**config.mk**
```make
export PLATFORM = sky130hd
export DESIGN_NAME = json_frame_tx
export DESIGN_NICKNAME = d
export VERILOG_FILES = /design/src/rtl/json_tx_pkg.sv /design/src/rtl/json_frame_tx_bin2bcd.sv /design/src/rtl/json_frame_tx.sv
export SDC_FILE = /design/constraint.sdc
export NUM_CORES = 1
export LEC_CHECK = 0
export CORE_MARGIN = 2
export CORE_UTILIZATION = 30
export CTS_BUF_LIST = sky130_fd_sc_hd__clkbuf_8
export DETAILED_ROUTE_END_ITERATION = 10
export SETUP_SLACK_MARGIN = 0.2
export SYNTH_ARGS = -nofsm -noshare
export SYNTH_HDL_FRONTEND = slang
export SYNTH_HIERARCHICAL = 1
export SYNTH_SLANG_ARGS = --single-unit
```
**constraint.sdc**
```tcl
create_clock -name clk -period 2.8 [get_ports clk]
set_clock_uncertainty 0.1 [all_clocks]
set_input_delay 0.28 -clock clk [delete_from_list [all_inputs] [get_ports clk]]
set_output_delay 0.28 -clock clk [all_outputs]
set_load 0.02 [all_outputs]
```
**src/rtl/json_tx_pkg.sv**
```systemverilog
// Shared constants, FSM encoding and frame-size helpers for the JSON telemetry transmitter.
package json_tx_pkg;

  localparam logic [7:0] ASC_LBRACE = 8'h7B;
  localparam logic [7:0] ASC_RBRACE = 8'h7D;
  localparam logic [7:0] ASC_QUOTE  = 8'h22;
  localparam logic [7:0] ASC_COLON  = 8'h3A;
  localparam logic [7:0] ASC_COMMA  = 8'h2C;
  localparam logic [7:0] ASC_ZERO   = 8'h30;
  localparam logic [7:0] ASC_NL     = 8'h0A;

  typedef enum logic [2:0] {
    S_IDLE,
    S_OPEN,
    S_KEY,
    S_DIGITS,
    S_SEP,
    S_NL,
    S_FIN
  } state_t;

  // Bytes in one frame: '{' + per channel ("k": + digits + separator) + '\n'.
  function automatic int frame_len(input int n_ch, input int dig);
    return n_ch * (5 + dig) + 2;
  endfunction

  function automatic int pow10(input int dig);
    int r;
    r = 1;
    for (int i = 0; i < dig; i++) r = r * 10;
    return r;
  endfunction

endpackage

```
**src/rtl/json_frame_tx_bin2bcd.sv**
```systemverilog
// Sequential shift-add-3 binary to BCD converter; one input bit per cycle.
// done pulses on the cycle bcd holds the final result; bcd then holds until the next start.
module bin2bcd
  import json_tx_pkg::*;
#(
  parameter int DATA_W = 10,
  parameter int DIG    = 3
) (
  input  logic                clk,
  input  logic                rst,
  input  logic                start,
  input  logic [DATA_W-1:0]   bin,
  output logic [4*DIG-1:0]    bcd,
  output logic                done
);

  localparam int CNT_W = $clog2(DATA_W + 1);

  logic [DATA_W-1:0] shreg;
  logic [CNT_W-1:0]  cnt;
  logic [4*DIG-1:0]  adj;

  // Add 3 to every digit that is 5 or more before the next shift.
  always_comb begin
    adj = bcd;
    for (int i = 0; i < DIG; i++) begin
      if (bcd[4*i +: 4] >= 4'd5) adj[4*i +: 4] = bcd[4*i +: 4] + 4'd3;
    end
  end

  // Load on start, then shift one binary bit into the BCD register per cycle.
  always_ff @(posedge clk or posedge rst) begin
    if (rst) begin
      shreg <= '0;
      bcd   <= '0;
      cnt   <= '0;
      done  <= 1'b0;
    end else begin
      done <= 1'b0;
      if (start) begin
        shreg <= bin;
        bcd   <= '0;
        cnt   <= CNT_W'(DATA_W);
      end else if (cnt != '0) begin
        bcd   <= {adj[4*DIG-2:0], shreg[DATA_W-1]};
        shreg <= shreg << 1;
        cnt   <= cnt - 1'b1;
        if (cnt == CNT_W'(1)) done <= 1'b1;
      end
    end
  end

endmodule

```
**src/rtl/json_frame_tx.sv**
```systemverilog
// Formats a snapshot of N_CH channel values as a one-line JSON object and
// streams it byte by byte to a UART transmitter.
// Byte handshake: a byte moves when byte_valid && byte_ready at a rising edge;
// while byte_valid is high and byte_ready low, byte_data holds, and byte_valid
// only falls after a transfer (or on reset).
module json_frame_tx
  import json_tx_pkg::*;
#(
  parameter int                  N_CH       = 3,
  parameter int                  DATA_W     = 10,
  parameter int                  DIG        = 3,
  parameter logic [8*N_CH-1:0]   KEYS       = "RLT",
  parameter int                  PERIOD_CYC = 5_000_000
) (
  input  logic                     clk,
  input  logic                     rst,
  input  logic                     start,
  input  logic                     auto_en,
  input  logic [N_CH*DATA_W-1:0]   values,
  output logic [7:0]               byte_data,
  output logic                     byte_valid,
  input  logic                     byte_ready,
  output logic                     busy,
  output logic                     done,
  output logic                     sat,
  output logic [15:0]              frame_cnt
);

  localparam int          CH_W    = (N_CH > 1) ? $clog2(N_CH) : 1;
  localparam logic [31:0] MAX_VAL = 32'(pow10(DIG) - 1);

  state_t            state;
  logic              pending;
  logic [31:0]       pcnt;
  logic              tick;
  logic              trig;
  logic              xfer;
  logic              last_ch;
  logic [DATA_W-1:0] snap    [N_CH];
  logic [DATA_W-1:0] clamped [N_CH];
  logic [N_CH-1:0]   over;
  logic              sat_frame;
  logic [CH_W-1:0]   ch;
  logic [1:0]        kidx;
  logic [2:0]        didx;
  logic              conv_start;
  logic              conv_done;
  logic              conv_ready;
  logic [4*DIG-1:0]  bcd;

  assign tick    = auto_en && (pcnt == 32'(PERIOD_CYC - 1));
  assign trig    = start || tick;
  assign xfer    = byte_valid && byte_ready;
  assign last_ch = (ch == CH_W'(N_CH - 1));

  function automatic logic [7:0] digit_char(input logic [4*DIG-1:0] b, input logic [2:0] i);
    return ASC_ZERO + {4'h0, b[4*i +: 4]};
  endfunction

  // Saturate each channel to the largest value DIG digits can show.
  always_comb begin
    for (int k = 0; k < N_CH; k++) begin
      over[k]    = 32'(values[DATA_W*k +: DATA_W]) > MAX_VAL;
      clamped[k] = over[k] ? MAX_VAL[DATA_W-1:0] : values[DATA_W*k +: DATA_W];
    end
  end

  // Auto-mode period counter; held at zero while auto mode is off.
  always_ff @(posedge clk or posedge rst) begin
    if (rst) pcnt <= '0;
    else if (!auto_en || tick) pcnt <= '0;
    else pcnt <= pcnt + 32'd1;
  end

  bin2bcd #(.DATA_W(DATA_W), .DIG(DIG)) u_bin2bcd (
    .clk   (clk),
    .rst   (rst),
    .start (conv_start),
    .bin   (snap[ch]),
    .bcd   (bcd),
    .done  (conv_done)
  );

  // Frame sequencer: walks the frame layout and drives the registered byte stream.
  always_ff @(posedge clk or posedge rst) begin
    if (rst) begin
      state      <= S_IDLE;
      byte_data  <= 8'h00;
      byte_valid <= 1'b0;
      busy       <= 1'b0;
      done       <= 1'b0;
      sat        <= 1'b0;
      pending    <= 1'b0;
      frame_cnt  <= 16'd0;
      sat_frame  <= 1'b0;
      ch         <= '0;
      kidx       <= '0;
      didx       <= '0;
      conv_start <= 1'b0;
      conv_ready <= 1'b0;
      for (int k = 0; k < N_CH; k++) snap[k] <= '0;
    end else begin
      conv_start <= 1'b0;
      done       <= 1'b0;
      sat        <= 1'b0;
      if (conv_done) conv_ready <= 1'b1;
      // Only one frame can be queued behind the current one.
      if (state != S_IDLE && trig) pending <= 1'b1;
      case (state)
        S_IDLE: begin
          if (trig || pending) begin
            for (int k = 0; k < N_CH; k++) snap[k] <= clamped[k];
            sat_frame  <= |over;
            pending    <= 1'b0;
            busy       <= 1'b1;
            ch         <= '0;
            byte_data  <= ASC_LBRACE;
            byte_valid <= 1'b1;
            state      <= S_OPEN;
          end
        end
        S_OPEN: begin
          if (xfer) begin
            state      <= S_KEY;
            kidx       <= 2'd0;
            byte_data  <= ASC_QUOTE;
            conv_start <= 1'b1;
            conv_ready <= 1'b0;
          end
        end
        S_KEY: begin
          if (xfer) begin
            kidx <= kidx + 2'd1;
            case (kidx)
              2'd0: byte_data <= KEYS[8*ch +: 8];
              2'd1: byte_data <= ASC_QUOTE;
              2'd2: byte_data <= ASC_COLON;
              default: begin
                // First digit goes out immediately only if the conversion already finished.
                state      <= S_DIGITS;
                didx       <= 3'(DIG - 1);
                byte_data  <= digit_char(bcd, 3'(DIG - 1));
                byte_valid <= conv_ready;
              end
            endcase
          end
        end
        S_DIGITS: begin
          if (!byte_valid) begin
            if (conv_ready) begin
              byte_valid <= 1'b1;
              byte_data  <= digit_char(bcd, didx);
            end
          end else if (xfer) begin
            if (didx == 3'd0) begin
              state     <= S_SEP;
              byte_data <= last_ch ? ASC_RBRACE : ASC_COMMA;
            end else begin
              didx      <= didx - 3'd1;
              byte_data <= digit_char(bcd, didx - 3'd1);
            end
          end
        end
        S_SEP: begin
          if (xfer) begin
            if (last_ch) begin
              state     <= S_NL;
              byte_data <= ASC_NL;
            end else begin
              ch         <= ch + 1'b1;
              state      <= S_KEY;
              kidx       <= 2'd0;
              byte_data  <= ASC_QUOTE;
              conv_start <= 1'b1;
              conv_ready <= 1'b0;
            end
          end
        end
        S_NL: begin
          if (xfer) begin
            byte_valid <= 1'b0;
            state      <= S_FIN;
            done       <= 1'b1;
            sat        <= sat_frame;
            busy       <= 1'b0;
            frame_cnt  <= frame_cnt + 16'd1;
          end
        end
        S_FIN: state <= S_IDLE;
        default: state <= S_IDLE;
      endcase
    end
  end

endmodule

```
=== Word-level counts from Yosys, hierarchy flattened ===
Index checks and enable logic that the tools add are counted.
Widths: inputs -> output; s select.

* Bits in registers: 131
* Bits in latches: 0
* Memory bits (writable): 0
* Memory bits (read-only): 0
* Input port bits: 35
* Output and inout port bits: 28
* Word-level logic and storage cells: 178
* Memories: 0

* $add $sub $neg: 12
* Multipliers: 0
* Divide/modulo/power cells: 0
* Order comparisons: 7
* Equal/unequal tests: 23
* Shifts and indexed selects: 3
* Mux-type cells: 80
* Bitwise logic cells: 1
* Reductions and logical operators: 30

{| class="wikitable"
|+ Operator list
! cell !! count
|-
| $mux 10 || 7
|-
| $mux 8 || 7
|-
| $mux 3 || 16
|-
| $pmux 8 s5 || 1
|-
| $add 32x1->32 const B || 1
|-
| $eq 32x23->1 const B || 1
|-
| $mux 32 || 1
|-
| $gt 10x10->1 const B || 3
|-
| $mux 12 || 2
|-
| $pmux 8 s3 || 1
|-
| $shiftx 12x6->4 || 2
|-
| $shiftx 24x6->8 const A || 1
|-
| $mux 1 || 22
|-
| $ne 2x2->1 const B || 11
|-
| $add 6x4->7 const A || 3
|-
| $bmux 10 s2 || 1
|-
| $pmux 3 s6 || 1
|-
| $add 16x1->16 const B || 1
|-
| $mux 4 || 4
|-
| $mux 2 || 7
|-
| $mux 7 || 2
|-
| $ge 4x3->1 const B || 3
|-
| $reduce_and 5->1 || 2
|-
| $reduce_and 9->1 || 1
|-
| 35 further kinds || 55
|}

=== Logic depth before layout (Yosys ltp) ===
* Depth after elaboration: 7
* Gate-level depth with buffers: 8
* Gate-level depth less buffers: 7

=== By module ===
Netlist, hierarchy kept.

{| class="wikitable"
|+ By module, submodules not included
! module !! times used !! cells an instance !! area each (um^2) !! seq. area each (um^2)
|-
| json_frame_tx || 1 || 578 || 5667.9 || 2577.5
|-
| bin2bcd || 1 || 160 || 1549.0 || 675.6
|}

=== Worst setup path after synthesis ===
OpenSTA, ideal clock, no wires.

* Path kind: register to register
* Start point: register pcnt[13]
* End point: register snap[14] (netlist bit)
* Library setup time: 0.125 ns
* Arrival: 2.235 ns
* Data required time: 2.575 ns
* Path slack: 0.339 ns
* Cell stages (with the launch flop): 7
* Path buffers: 1
* Clock period less this slack: 2.461 ns
* Path through: dfrtp_1 or4_1 or3_4 nor4_4 o31a_4 buf_12 mux2_4

* Cells in the longest elaborated chain, start to end: 5

{| class="wikitable"
|+ RTL lines
! what !! line !! RTL
|-
| from (decl) || json_frame_tx.sv:34 || <nowiki>logic [31:0] pcnt;</nowiki>
|-
| from (signal assigned) || json_frame_tx.sv:72 || <nowiki>else pcnt <= pcnt + 32'd1;</nowiki>
|-
| $eq 32x23->1 || json_frame_tx.sv:51 || <nowiki>assign tick = auto_en && (pcnt == 32'(PERIOD_CYC - 1));</nowiki>
|-
| $logic_and 1x1->1 || json_frame_tx.sv:51 ||
|-
| $logic_or 1x1->1 || json_frame_tx.sv:52 || <nowiki>assign trig = start || tick;</nowiki>
|-
| $logic_or 1x1->1 || json_frame_tx.sv:111 || <nowiki>if (trig || pending) begin</nowiki>
|-
| $reduce_and 2->1 (no line) || -- ||
|-
| to (decl) || json_frame_tx.sv:39 || <nowiki>logic [DATA_W-1:0] snap [N_CH];</nowiki>
|}

No other way between the ends.
A chain may end at the register's enable or synchronous reset.

=== Worst setup path in the final report ===
* Start point: register pcnt[12]
* End point: register snap[16] (netlist bit)

Same word-level chain as after synthesis.

==> impl_results.md <==
- Ys flop type: dfrtp_1
- Final Routed Wirelength: around 17 mm
- CTS tree: done
- CTS clk-pin slew, worst paths: 0.07 ns
- Fin. max-slew vios: 0
- Number of port buffers: just over 60
- Sink Count: 130
- Die H: ~160 µm
- DR vias: roughly 5.6k
- Share of layout cells above drive strength 1: between 10 and 15%
- Post-Synth Simple-Gate Area: around a fifth
- Syn Nets: 792
- Vias in the first global route: about 5.5k
- Largest family of logic cells by synthesized area: simple AND/OR/NAND/NOR gates
- Crit-path max FO: 14
- Synth cell types: 68
- Grt ovf: 0
- Drt via density: between 4 and 5
- Power density cells: 435 nW/µm²
- Synth Cell Area: between 7000 and 8000 µm²
- Setup TNS: 0 ns
- Post-synthesis xor/xnor area fraction: 5.34%
- Crit path to: snap[16]
- Seq/Total Area, Yosys: 45.1%
- Yosys reg bits: 130
- Commonest non-fill, non-tap cell in the layout: dfrtp_1
- # nets final: ~870
- Final Hold Fails: 0
- CTS Buf Count: 17
- Endpoints failing setup: 0
- Cell Count Post-Placement: 1111
- R2r startpoint: pcnt[12]
- Critical Path Start Type: flip-flop
- Area grow syn2layout: 22.1%
- Avg Inst Size Synth: approximately 10 µm²
- FF-to-FF End: snap[16]
- Initial antenna violation count: 0
- CTS H-Tree Depth: 4
- GRT Total Usage: 13.5%
- Reg2Reg Setup Slack: about 0.29 ns
- R2R depth: 6
- DP HPWL: 11.7 mm
- Number of synthesized flops with an enable pin: 0
- Initial DRC count: between 300 and 400
- Starting Density: a little under a third
- Mux contribution to synthesized area: between 10% and 20%
- Post-synthesis adder-cell area fraction: ~3.3%
- Fmax: 399 MHz
- First-pass GRT wire length: 28.1 mm
- Hold/Removal Path Class: in -> async
- FFs w/ async S/R, synth: between 90% and 100%
- Die width: approximately 160 µm
- Yosys warns: 6
- VDD IR max: roughly 0.00022 V
- Core Area: between 20000 and 25000 µm²
- DR WL/cell: 14.4 µm
- Synth Area in Compound Gates: a little under an eighth
- Worst-margin pin slew: ~0.80 ns
- CTS Root Cell: clkbuf_8
- Ports: 63
- Status: complete, no violations
- Fin crit period: 2.51 ns
- TritonRoute pass-1 iters: 5
- Most frequent cells in the layout: dfrtp_1, nor2_1, nand2_1
- Final ANT Viol Nets: 0
- FP Rows: 56
- Finished Layout Cells: 1152
- Total die area: 25300 µm²
- # diodes: 0
- RSZ-0062 raised after global routing: no
- Final period util: 89.5%
- Max Root-Sink Buffers: 2
- Crit path from: pcnt[12]
- P_leak: 3.91 nW
- Pin count of the biggest net entering global routing: roughly 100
- Hold-fix buffers, CTS: 0
- DRC errors left: 0
- Max cap viols: 0
- Clock latency on the worst-skew pair: 0.45 ns
- CP required: between 3 and 4 ns
- Worst EP arrival: 2.74 ns
- Worst slew margin: 46.6%
- CP Capture Type: flip-flop
- Post-synthesis cell count: ~740
- Fillers: roughly 2.4k
- Routability cong.: 0.839
- Setup Crit Path Kind: reg -> reg
[cell usage after synthesis (16+ instances only)]
| cell type | instances | area (µm²) |
|---|---|---|
| a21oi_1 | 28 | 140 |
| clkbuf_1 | 17 | 63.8 |
| dfrtp_1 | 130 | 3250 |
| ha_1 | 19 | 238 |
| inv_1 | 42 | 158 |
| mux2_4 | 19 | 285 |
| mux2i_1 | 33 | 330 |
| nand2_1 | 64 | 240 |
| nand3_1 | 26 | 130 |
| nand4_1 | 24 | 150 |
| nor2_1 | 74 | 278 |
| nor2b_1 | 17 | 106 |
| nor3_1 | 16 | 80.1 |
| o21ai_0 | 42 | 210 |
| xnor2_1 | 22 | 193 |
| xor2_1 | 22 | 193 |
[flip-flops by register name, indices dropped and copies added (netlist names)]
register,cells
u_bin2bcd/done,1
done,1
u_bin2bcd/shreg,10
byte_data,7
kidx,2
busy,1
byte_valid,1
ch,2
sat,1
sat_frame,1
didx,3
conv_ready,1
pending,1
u_bin2bcd/bcd,12
frame_cnt,16
conv_start,1
pcnt,32
snap,30
state,3
u_bin2bcd/cnt,4
[power by group]
part           switching (mW)  internal [mW]  total, mW
combinational          0.0750         0.0601      0.135
clock                   0.744           1.07       1.81
sequential            0.00372           1.88       1.88
total                   0.823           3.01       3.83
[worst min-delay path by stage]
stage | start | end | slack [ns]
5_1_grt | rst | u_bin2bcd/bcd[2] | 0.22
3_5_place_dp | frame_cnt[15] | frame_cnt[15] | 0.37
6_report | rst | u_bin2bcd/cnt[3] | 0.18
4_1_cts | rst | u_bin2bcd/cnt[3] | 0.18
2_1_floorplan | rst | u_bin2bcd/bcd[0] | 0.23
3_3_place_gp | frame_cnt[15] | frame_cnt[15] | 0.36
[metal layers]
layer | routed length (µm) | share of wire (%) | track usage [%] | up-vias
met2 | 7450 | 45 | 20.9 | 105
met4 | 235 | 1.4 | 4.96 | 0
met5 | 0 | 0 | 0 | -
met3 | 629 | 3.8 | 2.68 | 17
met1 | 8220 | 50 | 18.6 | 2737
li1 | - | - | - | 2774
[worst max-delay path, stage by stage, from the launching register on]
cell and delay [ns]:
dfrtp_1 0.44, or4_1 0.52, or3_4 0.44, nor4_4 0.20, o31a_4 0.23, buf_12 0.17, mux2_4 0.30
[area by class of cell]
class                   instances  area (µm²)  share of cell area (%)
clock buffers                  18         248                    2.81
clock inverters                14         198                    2.24
inverters                      42         161                    1.83
multi-input cells             533        3630                    41.2
flip-flops and latches        130        3250                    36.9
well taps                     319         399                    4.53
repair buffers                 96         923                    10.5
[cell families (layout without fill, tap and decap cells)]
family | Yosys count | in the layout
simple gates | 280 | 280
flops | 130 | 130
compound gates | 127 | 127
buf+inv | 75 | 170
mux | 62 | 62
xor+xnor | 44 | 44
fa+ha+maj | 19 | 19
other cells | 1 | 1
[through the flow]
step / instance area (µm²) / util (%) / setup WS (ns) / hold slack (ns) / power, mW
6_report: 8810 / 37.4 / 0.293 / 0.183 / 3.83
5_1_grt: 8810 / 37.4 / 0.197 / 0.224 / 3.98
4_1_cts: 8730 / 37.1 / 0.239 / 0.176 / 3.88
3_5_place_dp: 8280 / 35.2 / 0.248 / 0.366 / 2.06
3_3_place_gp: 8280 / 35.2 / 0.283 / 0.363 / 2.06
2_1_floorplan: 7220 / - / 0.339 / 0.233 / 1.97
[what timing repair did]
item	in CTS	in global routing
setup buffers	0	9
setup endpoints to repair	0	17
gates resized for setup	0	1
(Power assumes the default switching activity.)
